File: src/rtl/ain_debouncer_pkg.sv
// Shared types and constants for the ain_debouncer input conditioner.
package ain_debouncer_pkg;

    typedef enum logic [1:0] {
        LOW_STABLE  = 2'd0,
        LOW_PEND    = 2'd1,
        HIGH_STABLE = 2'd2,
        HIGH_PEND   = 2'd3
    } deb_state_t;

    localparam logic [7:0] BOUNCE_MAX = 8'hFF;

endpackage

File: src/rtl/input_sync.sv
// Multi-flop synchroniser bringing an asynchronous board input into the clk domain.
module input_sync #(
    parameter int unsigned SYNC_STAGES = 2
) (
    input  logic clk,
    input  logic reset,
    input  logic i_async,
    output logic o_sync
);

    logic [SYNC_STAGES-1:0] r_chain;

    always_ff @(posedge clk or posedge reset) begin
        if (reset) begin
            r_chain <= '0;
        end else begin
            r_chain <= {r_chain[SYNC_STAGES-2:0], i_async};
        end
    end

    assign o_sync = r_chain[SYNC_STAGES-1];

endmodule

File: src/rtl/ain_debouncer.sv
// Debounces a raw switch into a clean level with rise/fall strobes and a
// saturating count of rejected glitches.
module ain_debouncer
    import ain_debouncer_pkg::*;
#(
    parameter int unsigned SYNC_STAGES     = 2,
    parameter int unsigned DEBOUNCE_CYCLES = 16,
    parameter int unsigned CNT_W           = $clog2(DEBOUNCE_CYCLES + 1)
) (
    input  logic       clk,
    input  logic       reset,
    input  logic       i_raw_in,
    output logic       o_ain,
    output logic       o_rise,
    output logic       o_fall,
    output logic [7:0] o_bounce_count
);

    localparam logic [CNT_W-1:0] CNT_ONE  = CNT_W'(1);
    localparam logic [CNT_W-1:0] CNT_LAST = CNT_W'(DEBOUNCE_CYCLES - 1);

    logic             w_s;
    deb_state_t       r_state, w_state_nxt;
    logic [CNT_W-1:0] r_cnt, w_cnt_nxt;
    logic             r_ain, w_ain_nxt;
    logic             r_rise, w_rise_nxt;
    logic             r_fall, w_fall_nxt;
    logic             w_bounce_inc;
    logic [7:0]       r_bounce_count, w_bounce_nxt;

    input_sync #(
        .SYNC_STAGES(SYNC_STAGES)
    ) u_sync (
        .clk    (clk),
        .reset  (reset),
        .i_async(i_raw_in),
        .o_sync (w_s)
    );

    always_ff @(posedge clk or posedge reset) begin
        if (reset) begin
            r_state        <= LOW_STABLE;
            r_cnt          <= '0;
            r_ain          <= 1'b0;
            r_rise         <= 1'b0;
            r_fall         <= 1'b0;
            r_bounce_count <= '0;
        end else begin
            r_state        <= w_state_nxt;
            r_cnt          <= w_cnt_nxt;
            r_ain          <= w_ain_nxt;
            r_rise         <= w_rise_nxt;
            r_fall         <= w_fall_nxt;
            r_bounce_count <= w_bounce_nxt;
        end
    end

    // cnt defaults to zero so every entry into a STABLE state clears it.
    always_comb begin
        w_state_nxt  = r_state;
        w_cnt_nxt    = '0;
        w_ain_nxt    = r_ain;
        w_rise_nxt   = 1'b0;
        w_fall_nxt   = 1'b0;
        w_bounce_inc = 1'b0;
        case (r_state)
            LOW_STABLE: begin
                if (w_s) begin
                    w_state_nxt = LOW_PEND;
                    w_cnt_nxt   = CNT_ONE;
                end
            end
            LOW_PEND: begin
                if (!w_s) begin
                    w_state_nxt  = LOW_STABLE;
                    w_bounce_inc = 1'b1;
                end else if (r_cnt == CNT_LAST) begin
                    w_state_nxt = HIGH_STABLE;
                    w_ain_nxt   = 1'b1;
                    w_rise_nxt  = 1'b1;
                end else begin
                    w_cnt_nxt = r_cnt + CNT_ONE;
                end
            end
            HIGH_STABLE: begin
                if (!w_s) begin
                    w_state_nxt = HIGH_PEND;
                    w_cnt_nxt   = CNT_ONE;
                end
            end
            HIGH_PEND: begin
                if (w_s) begin
                    w_state_nxt  = HIGH_STABLE;
                    w_bounce_inc = 1'b1;
                end else if (r_cnt == CNT_LAST) begin
                    w_state_nxt = LOW_STABLE;
                    w_ain_nxt   = 1'b0;
                    w_fall_nxt  = 1'b1;
                end else begin
                    w_cnt_nxt = r_cnt + CNT_ONE;
                end
            end
            default: begin
                w_state_nxt = LOW_STABLE;
                w_ain_nxt   = 1'b0;
            end
        endcase
        w_bounce_nxt = (w_bounce_inc && (r_bounce_count != BOUNCE_MAX))
                     ? r_bounce_count + 8'd1 : r_bounce_count;
    end

    assign o_ain          = r_ain;
    assign o_rise         = r_rise;
    assign o_fall         = r_fall;
    assign o_bounce_count = r_bounce_count;

endmodule

File: config.mk
export PLATFORM = sky130hd
export DESIGN_NAME = ain_debouncer
export DESIGN_NICKNAME = d
export VERILOG_FILES = /design/src/rtl/ain_debouncer_pkg.sv /design/src/rtl/input_sync.sv /design/src/rtl/ain_debouncer.sv
export SDC_FILE = /design/constraint.sdc
export NUM_CORES = 1
export LEC_CHECK = 0
export CAP_MARGIN = 25
export CORE_ASPECT_RATIO = 1.2
export CORE_MARGIN = 2
export CORE_UTILIZATION = 50
export CTS_CLUSTER_DIAMETER = 80
export CTS_CLUSTER_SIZE = 40
export DETAILED_ROUTE_END_ITERATION = 8
export DONT_BUFFER_PORTS = 1
export PLACE_DENSITY = 0.68
export SLEW_MARGIN = 20
export SYNTH_ARGS = -nofsm -noshare
export SYNTH_HDL_FRONTEND = slang
export SYNTH_SLANG_ARGS = --single-unit
File: constraint.sdc
create_clock -name clk -period 1.57 [get_ports clk]
set_input_delay 0.157 -clock clk [delete_from_list [all_inputs] [get_ports clk]]
set_output_delay 0.157 -clock clk [all_outputs]
set_load 0.05 [all_outputs]
==> results of run 1 <==
==> power by group through the flow <==
stage	combinational, mW	clock, mW	sequential (mW)
floorplan	0.227	0	1.00
global placement	0.668	0	0.739
detailed placement	0.683	0	0.742
CTS	0.688	0.295	0.732
global route	0.722	0.320	0.748
finish	0.679	0.288	0.733
==> per-stage QoR <==
stage                     TNS (ns)  instance area (sq um)
after detailed placement         0                   1060
after global routing             0                   1110
after floorplan           -0.00402                    956
after global placement           0                   1060
final                            0                   1110
after CTS                        0                   1110
==> synthesized netlist by cell type (2+ instances only) <==
| cell type | instances |
|---|---|
| nand3_1 | 4 |
| xor2_1 | 3 |
| inv_1 | 3 |
| a31oi_1 | 4 |
| mux2_4 | 2 |
| dfrtp_1 | 20 |
| nor3_2 | 2 |
| ha_1 | 2 |
| xnor2_1 | 3 |
| nor3b_1 | 3 |
| nand2_1 | 5 |
| a21oi_1 | 3 |
| nor2_1 | 4 |
| buf_2 | 2 |
==> registers in the layout (all words and copies together), names as in the netlist, named ones only <==
register / flops
o_ain: 1
o_fall: 1
r_cnt: 5
r_state: 1
o_bounce_count: 8
o_rise: 1
u_sync.r_chain: 2
==> what timing repair did <==
item                       4_1_cts  5_1_grt
hold endpoints to repair        21        0
hold buffers                     2        0
setup endpoints to repair        0        0
==> worst paths after layout <==
check / startpoint / to / cells past startpoint
hold / removal: reset / o_bounce_count[6] / 2
max in group asynchronous: reset / o_bounce_count[3] / 3
setup / recovery: flop / o_bounce_count[7] / 4
hold reg to reg: u_sync.r_chain[0] / u_sync.r_chain[1] / 0
setup reg to reg: flop / o_bounce_count[7] / 4
min in group clk: u_sync.r_chain[0] / u_sync.r_chain[1] / 0
==> kinds of logic (layout without fill, tap and decap cells) <==
kind of cell / after synthesis / count (layout) / synth area share
AOI/OAI and AO/OA: 12 / 12 / 0.0934
xor gates and xnor gates: 7 / 7 / 0.0879
adders and majority gates: 2 / 2 / 0.0275
buffers and inverters: 5 / 21 / 0.0234
DFF: 20 / 20 / 0.549
muxes: 3 / 3 / 0.0453
and+or+nand+nor: 25 / 25 / 0.173
==> cell type report <==
type,count,area (sq um),area share
clock buffers,4,36.3,0.0325
well taps,18,22.5,0.0202
flip-flops and latches,20,510,0.458
multi-input cells,49,424,0.380
inverters,3,11.3,0.0101
repair buffers,14,110,0.0988
==> layer usage <==
layer / wire [um] / track usage / vias to the layer above
met5: 0 / 0 / -
met4: 27 / 0.0606 / 0
met3: 44 / 0.0216 / 4
met2: 731 / 0.273 / 12
met1: 674 / 0.213 / 295
li1: - / - / 292
==> flow_summary.ini, run 1 <==
[sta]
max_freq_mhz = 683
slew_headroom = 0.662
worst-slew-pin-transition_ns = 0.507
worst_slack_ns = 0.105
period_needed_ns = 1.47
setup_viol = 0
hold_ws_ns = 0.209
hold_viol_final = 0
fin_crit_sh = 0.933
skew_ns = 0.00210
slew_violations = 0
rsz0062_at_grt = no

[detailed_routing]
drt_iter0_markers = 5
detail_route.wl_per_cell_um = 13.7
dr_total_vias = 603
wl_um = 1480
drtPass1Iterations = 4
vias_per_cell = 5.58
antenna_left = 0
drc = 0

[synth]
synth_area_leader_cell = dfrtp_1
ys_types = 28
synth_flop_cell = dfrtp_1
synth_area_leaders = dfrtp_1 (55%), mux2_4 (3.3%), xnor2_4 (3.0%)
synth_edf_count = 0
syn_inst = 74
synth_top_cell_area_share = 0.549
synthArstFlopShare = 1.00
synth-seq-area-share = 0.549
yosys_warnings = 0
syn_area_sq_um = 911
ys_seq_elements = 20
syn_area_per_cell_sq_um = 12.3
syn_nets = 79

[clock_network]
numCtsBuffers = 3
root_buffer = clkbuf_4
cts_tree = built
clkLatencyLatePin_ns = 0.29
clk_pin_slew_ns = 0.11
clockBufferDepth = 2
cts_resized = 0
clock_sinks = 20
cts_setup_buffers = 0
cts_max_level = 1

[die]
core_area_sq_um = 1680
die_h_um = 50.8
dieArea_sq_um = 2180
die_w_um = 43.0
pin_count = 14
num_rows = 16
initial_core_util = 0.542

[worst_setup_path]
worstPathArrival_ns = 1.65
setup.worst_path.class = flop to flop
crit_fanout = 5
critical-path-top-delay-family = flip-flops
endpoint_kind = flop
cp_num_buf_inv = 0
critical_path_required_ns = 1.76
crit_path_max_incr_delay_ns = 0.48
worstPathCellList = xnor2_4 > nand2_2 > nor3_2 > mux2_4
worst-r2r-setup-slack_ns = 0.10
cpMaxStageDelayCell = dfrtp_1
cp-start-kind = flop

[power_and_ir_drop]
power_frac_comb = 0.399
swShare = 0.413
p_total_mw = 1.70
p_leak_nw = 0.491
ir_drop_uv = 1250
p_int_mw = 0.998
p_sw_mw = 0.701
seqPwrFrac = 0.431
pwr_density_cell_nw_per_um2 = 1520
pwr-share-clk = 0.169

[global_route]
overflow = 0
grt_first_pass_wirelength_um = 2630
grt_max_degree = 15
grt_pass1_vias = 597
antenna_found_initial = 0
track_usage = 0.163

[cells_and_area]
drive_gt1_frac = 0.389
syn2layout_area_growth_pct = 22.4
n_antenna_cell = 0
post-route-util = 0.663
layout_common_cells = dfrtp_1 (12), buf_4 (12), dfrtp_2 (8)
fillers = 147
layout.nets = 96
stdcell_count = 108

[place]
pre_cts_slack_ns = 0.119
place_hpwl_um = 1170
port_buffers = 0
gp_congestion = 0.757
placed_cells = 102

[min_path]
hp-class = primary input to async pin

[flow_run]
drv_cap = 0

[run_status]
status = completed
Note: power is estimated with default switching activity, not from simulation.
==> run 2, diff against run 1 <==
--- a/config.mk
+++ b/config.mk
@@ -8,12 +8,12 @@
 export CAP_MARGIN = 25
 export CORE_ASPECT_RATIO = 1.2
 export CORE_MARGIN = 2
-export CORE_UTILIZATION = 50
+export CORE_UTILIZATION = 53
 export CTS_CLUSTER_DIAMETER = 80
 export CTS_CLUSTER_SIZE = 40
 export DETAILED_ROUTE_END_ITERATION = 8
 export DONT_BUFFER_PORTS = 1
-export PLACE_DENSITY = 0.68
+export PLACE_DENSITY = 0.71
 export SLEW_MARGIN = 20
 export SYNTH_ARGS = -nofsm -noshare
 export SYNTH_HDL_FRONTEND = slang
==> flow_summary.ini, run 2 (synthesis results as in run 1) <==
[global_route]
track_usage = 0.175
grt_first_pass_wirelength_um = 2730
grt_pass1_vias = 638
grt_max_degree = 15
antenna_found_initial = 0
overflow = 0

[detailed_routing]
drtPass1Iterations = 4
drt_iter0_markers = 7
wl_um = 1520
detail_route.wl_per_cell_um = 13.8
dr_total_vias = 602
drc = 0
antenna_left = 0
vias_per_cell = 5.47

[power_and_ir_drop]
ir_drop_uv = 1420
p_leak_nw = 0.501
pwr_density_cell_nw_per_um2 = 1500

[cells_and_area]
layout.nets = 98
stdcell_count = 110
drive_gt1_frac = 0.402
final_area_sq_um = 1130
final_common_cell = buf_4
n_antenna_cell = 0
syn2layout_area_growth_pct = 24.0
layout_common_cells = buf_4 (14), dfrtp_1 (12), dfrtp_2 (8)
fillers = 120
largest_register_ffs = 8

[die]
dieArea_sq_um = 2070
pin_count = 14
initial_core_util = 0.562
die_w_um = 41.8
num_rows = 16
core_area_sq_um = 1620
die_h_um = 49.4

[worst_setup_path]
worstPathCellList = xnor2_4 > nand2_2 > nor3_2 > mux2_4
setup.worst_path.class = flop to flop
worst-r2r-setup-slack_ns = 0.06
cp_num_buf_inv = 0
crit_fanout = 6
crit_path_max_incr_delay_ns = 0.48
cpMaxStageDelayCell = dfrtp_1
worstPathArrival_ns = 1.71
path_depth = 4
endpoint_kind = flop
cp-start-kind = flop
rr_worst_depth = 4
critical-path-top-delay-family = flip-flops
r2r-end = o_bounce_count[7]
critical_path_required_ns = 1.77

[clock_network]
root_buffer = clkbuf_4
clk_pin_slew_ns = 0.10
clockBufferDepth = 2
numCtsBuffers = 3
cts_max_level = 1
clock_sinks = 20
cts_resized = 0
cts_setup_buffers = 0
clkLatencyLatePin_ns = 0.30
cts_tree = built

[sta]
hold_viol_final = 0
slew_headroom = 0.705
fin_crit_sh = 0.959
skew_ns = 0.00166
max_freq_mhz = 664
setup_viol = 0
slew_violations = 0
period_needed_ns = 1.51
rsz0062_at_grt = no
worst-slew-pin-transition_ns = 0.442

[place]
place_hpwl_um = 1190
placed_cell_area_sq_um = 1070
gp_congestion = 0.824
port_buffers = 0
placed_cells = 104

[run_status]
status = completed

[flow_run]
drv_cap = 0

[min_path]
hp-class = primary input to async pin
==> run 2: repair_timing <==
action | in CTS | in global routing
setup endpoints to repair | 0 | 2
hold buffers | 2 | 0
endpoints found under the hold margin | 21 | 0
==> run 2: how the worst max path moves through the flow <==
stage | from | to | slack [ns]
floorplan | o_bounce_count[0] | o_bounce_count[1] | -0.004
global placement | flop | o_bounce_count[7] | 0.11
detailed placement | flop | o_bounce_count[7] | 0.05
CTS | flop | o_bounce_count[7] | 0.03
global route | flop | o_bounce_count[7] | 0.007
finish | flop | o_bounce_count[7] | 0.06
==> run 2: cell type report <==
cell class,instances,area [sq um],area share
Multi-Input combinational cell,49,424,0.375
Sequential cell,20,510,0.452
Inverter,3,11.3,0.00997
Tap cell,18,22.5,0.0199
Clock buffer,4,36.3,0.0321
Timing Repair Buffer,16,125,0.111
==> run 2: per-layer routing <==
layer  global-route usage  wire (um)  vias up
li1                     -          -      301
met1                0.216        676      285
met2                0.289        746       11
met3               0.0259         48        5
met4               0.0968         46        0
met5                    0          0        -
==> run 2: power by group <==
| group | internal (mW) | switching, mW | leakage [nW] | total, mW |
|---|---|---|---|---|
| sequential | 0.613 | 0.106 | 0.249 | 0.719 |
| clock | 0.142 | 0.152 | 0.0210 | 0.293 |
| combinational | 0.248 | 0.438 | 0.231 | 0.687 |
==> run 2: metrics by stage <==
stage	worst slack (ns)	hold WS (ns)	power [mW]	TNS, ns	utilization
4_1_cts	0.0305	0.210	1.72	0	0.697
2_1_floorplan	-0.00402	0.120	1.23	-0.00402	-
3_5_place_dp	0.0476	-0.0139	1.42	0	0.662
3_3_place_gp	0.110	-0.0193	1.40	0	0.662
5_1_grt	0.00717	0.233	1.80	0	0.697
6_report	0.0648	0.197	1.70	0	0.697
==> run 3, diff against run 2 <==
--- a/config.mk
+++ b/config.mk
@@ -5,15 +5,15 @@
 export SDC_FILE = /design/constraint.sdc
 export NUM_CORES = 1
 export LEC_CHECK = 0
+export ABC_AREA = 1
 export CAP_MARGIN = 25
 export CORE_ASPECT_RATIO = 1.2
 export CORE_MARGIN = 2
-export CORE_UTILIZATION = 53
+export CORE_UTILIZATION = 54
 export CTS_CLUSTER_DIAMETER = 80
-export CTS_CLUSTER_SIZE = 40
 export DETAILED_ROUTE_END_ITERATION = 8
 export DONT_BUFFER_PORTS = 1
-export PLACE_DENSITY = 0.71
+export PLACE_DENSITY = 0.72
 export SLEW_MARGIN = 20
 export SYNTH_ARGS = -nofsm -noshare
 export SYNTH_HDL_FRONTEND = slang
==> flow_summary.ini, run 3 <==
[run_status]
status = completed

[worst_setup_path]
crit_path_end = o_bounce_count[3]
critical_path_required_ns = 1.81
r2r-end = o_bounce_count[3]
endpoint_kind = flop
r2r_start = o_bounce_count[0]
rr_worst_depth = 8
setup.worst_path.class = flop to flop
worst-r2r-setup-slack_ns = 0.27
crit_fanout = 10
cp-start-kind = flop
cp-startpoint = o_bounce_count[0]
worstPathArrival_ns = 1.53

[cells_and_area]
n_antenna_cell = 0
drive_gt1_frac = 0.197
syn2layout_area_growth_pct = 15.7
fillers = 147
largest_register_ffs = 8
layout.nets = 143
layout_common_cells = nand2_1 (47), dfrtp_1 (19), nand3_1 (12)
final_common_cell = nand2_1

[clock_network]
cts_resized = 0
clock_sinks = 20
clockBufferDepth = 2
clk_pin_slew_ns = 0.12
cts_max_level = 1
numCtsBuffers = 3
cts_tree = built
root_buffer = clkbuf_4
clkLatencyLatePin_ns = 0.30

[die]
die_w_um = 43.4
core_area_sq_um = 1790
dieArea_sq_um = 2220
pin_count = 14
initial_core_util = 0.562
num_rows = 17
die_h_um = 51.2

[detailed_routing]
dr_total_vias = 750
antenna_left = 0
drtPass1Iterations = 4
wl_um = 1610
drc = 0
drt_iter0_markers = 7
detail_route.wl_per_cell_um = 10.3
vias_per_cell = 4.81

[global_route]
grt_first_pass_wirelength_um = 2920
antenna_found_initial = 0
grt_pass1_vias = 760
track_usage = 0.177
overflow = 0
grt_max_degree = 13

[synth]
syn_area_per_cell_sq_um = 8.16
syn_area_sq_um = 1000
syn_inst = 123
synth_area_leader_cell = dfrtp_1
yosys_warnings = 0
synth_edf_count = 0
synth-seq-area-share = 0.499
synthArstFlopShare = 1.00
ys_types = 20
synth_common_cells = nand2_1 (47), dfrtp_1 (20), nand3_1 (12), inv_1 (9), nor2_1 (9)
synth_top_cell_area_share = 0.499
ys_seq_elements = 20
synth_flop_cell = dfrtp_1
syn_nets = 128
synth_area_leaders = dfrtp_1 (50%), nand2_1 (18%), nand3_1 (6.0%)
yosys.cell_count.top_type = nand2_1

[sta]
max_freq_mhz = 772
rsz0062_at_grt = no
skew_ns = 0.00878
worst-slew-pin-transition_ns = 0.479
slew_headroom = 0.681
hold_viol_final = 0
fin_crit_sh = 0.825
slew_violations = 0
period_needed_ns = 1.30
finalSetupTns_ns = 0
setup_viol = 0

[power_and_ir_drop]
pwr_density_cell_nw_per_um2 = 1320
p_leak_nw = 0.605
ir_drop_uv = 754
p_total_mw = 1.53

[place]
port_buffers = 0
place_hpwl_um = 1270
gp_congestion = 0.853

[flow_run]
drv_cap = 0

[min_path]
hp-class = primary input to async pin
==> run 3: cell families after synthesis <==
logic type | after synthesis | share of synthesized area
and+or+nand+nor | 76 | 0.347
buffers and inverters | 16 | 0.0661
AOI/OAI and AO/OA | 4 | 0.0199
adders and majority gates | 2 | 0.0249
DFF | 20 | 0.499
xor gates and xnor gates | 5 | 0.0436
==> run 3: stage by stage <==
| step | worst slack, ns | util | std cells | hold slack [ns] | cell area, sq um |
|---|---|---|---|---|---|
| floorplan | 0.00548 | - | 123 | 0.121 | 1000 |
| global placement | 0.287 | 0.609 | 150 | 0.0508 | 1090 |
| detailed placement | 0.271 | 0.609 | 150 | 0.0540 | 1090 |
| CTS | 0.256 | 0.650 | 156 | 0.272 | 1160 |
| global route | 0.0980 | 0.650 | 156 | 0.321 | 1160 |
| finish | 0.275 | 0.650 | 156 | 0.264 | 1160 |
==> run 3: worst min-delay path by stage <==
stage                     start   endpoint  slack (ns)
final                     reset   r_cnt[0]        0.26
after global routing      reset     o_fall        0.32
after CTS                 reset   r_cnt[0]        0.27
after detailed placement  reset   r_cnt[3]        0.05
after global placement    reset   r_cnt[2]        0.05
after floorplan           reset  async pin        0.12
==> run 3: routing by layer <==
| layer | vias up | wire, um | track usage |
|---|---|---|---|
| li1 | 402 | - | - |
| met1 | 332 | 725 | 0.205 |
| met2 | 14 | 814 | 0.308 |
| met3 | 2 | 52 | 0.0212 |
| met4 | 0 | 16 | 0.101 |
| met5 | - | 0 | 0 |
==> run 3: critical path, stage by stage, from the launching register on <==
cell and delay (ns):
dfrtp_2 0.42, ha_1 0.23, nand3_2 0.12, clkinv_1 0.11, nand2_4 0.09, nand2_8 0.08, inv_4 0.09, nand2_1 0.05
nand2_1 0.05
==> run 3: power by group <==
group          switching (mW)  internal, mW  leakage (nW)  total [mW]
clock                   0.156         0.258        0.0279       0.414
combinational           0.324         0.150         0.313       0.475
sequential             0.0644         0.577         0.265       0.642
total                   0.545         0.986         0.605        1.53
==> run 3: cell type report <==
| type | count | area [sq um] | share of cell area |
|---|---|---|---|
| clock buffers | 3 | 22.5 | 0.0194 |
| well taps | 19 | 23.8 | 0.0205 |
| clock inverters | 1 | 30.0 | 0.0259 |
| multi-input cells | 87 | 437 | 0.376 |
| repair buffers | 11 | 87.6 | 0.0754 |
| flip-flops and latches | 20 | 502 | 0.432 |
| inverters | 15 | 58.8 | 0.0506 |
==> run 3: what timing repair did <==
| action | 4_1_cts | 5_1_grt |
|---|---|---|
| hold buffers | 2 | 0 |
| endpoints found under the setup margin | 0 | 0 |
| hold endpoints to repair | 11 | 0 |
| buffers inserted | 0 | 0 |
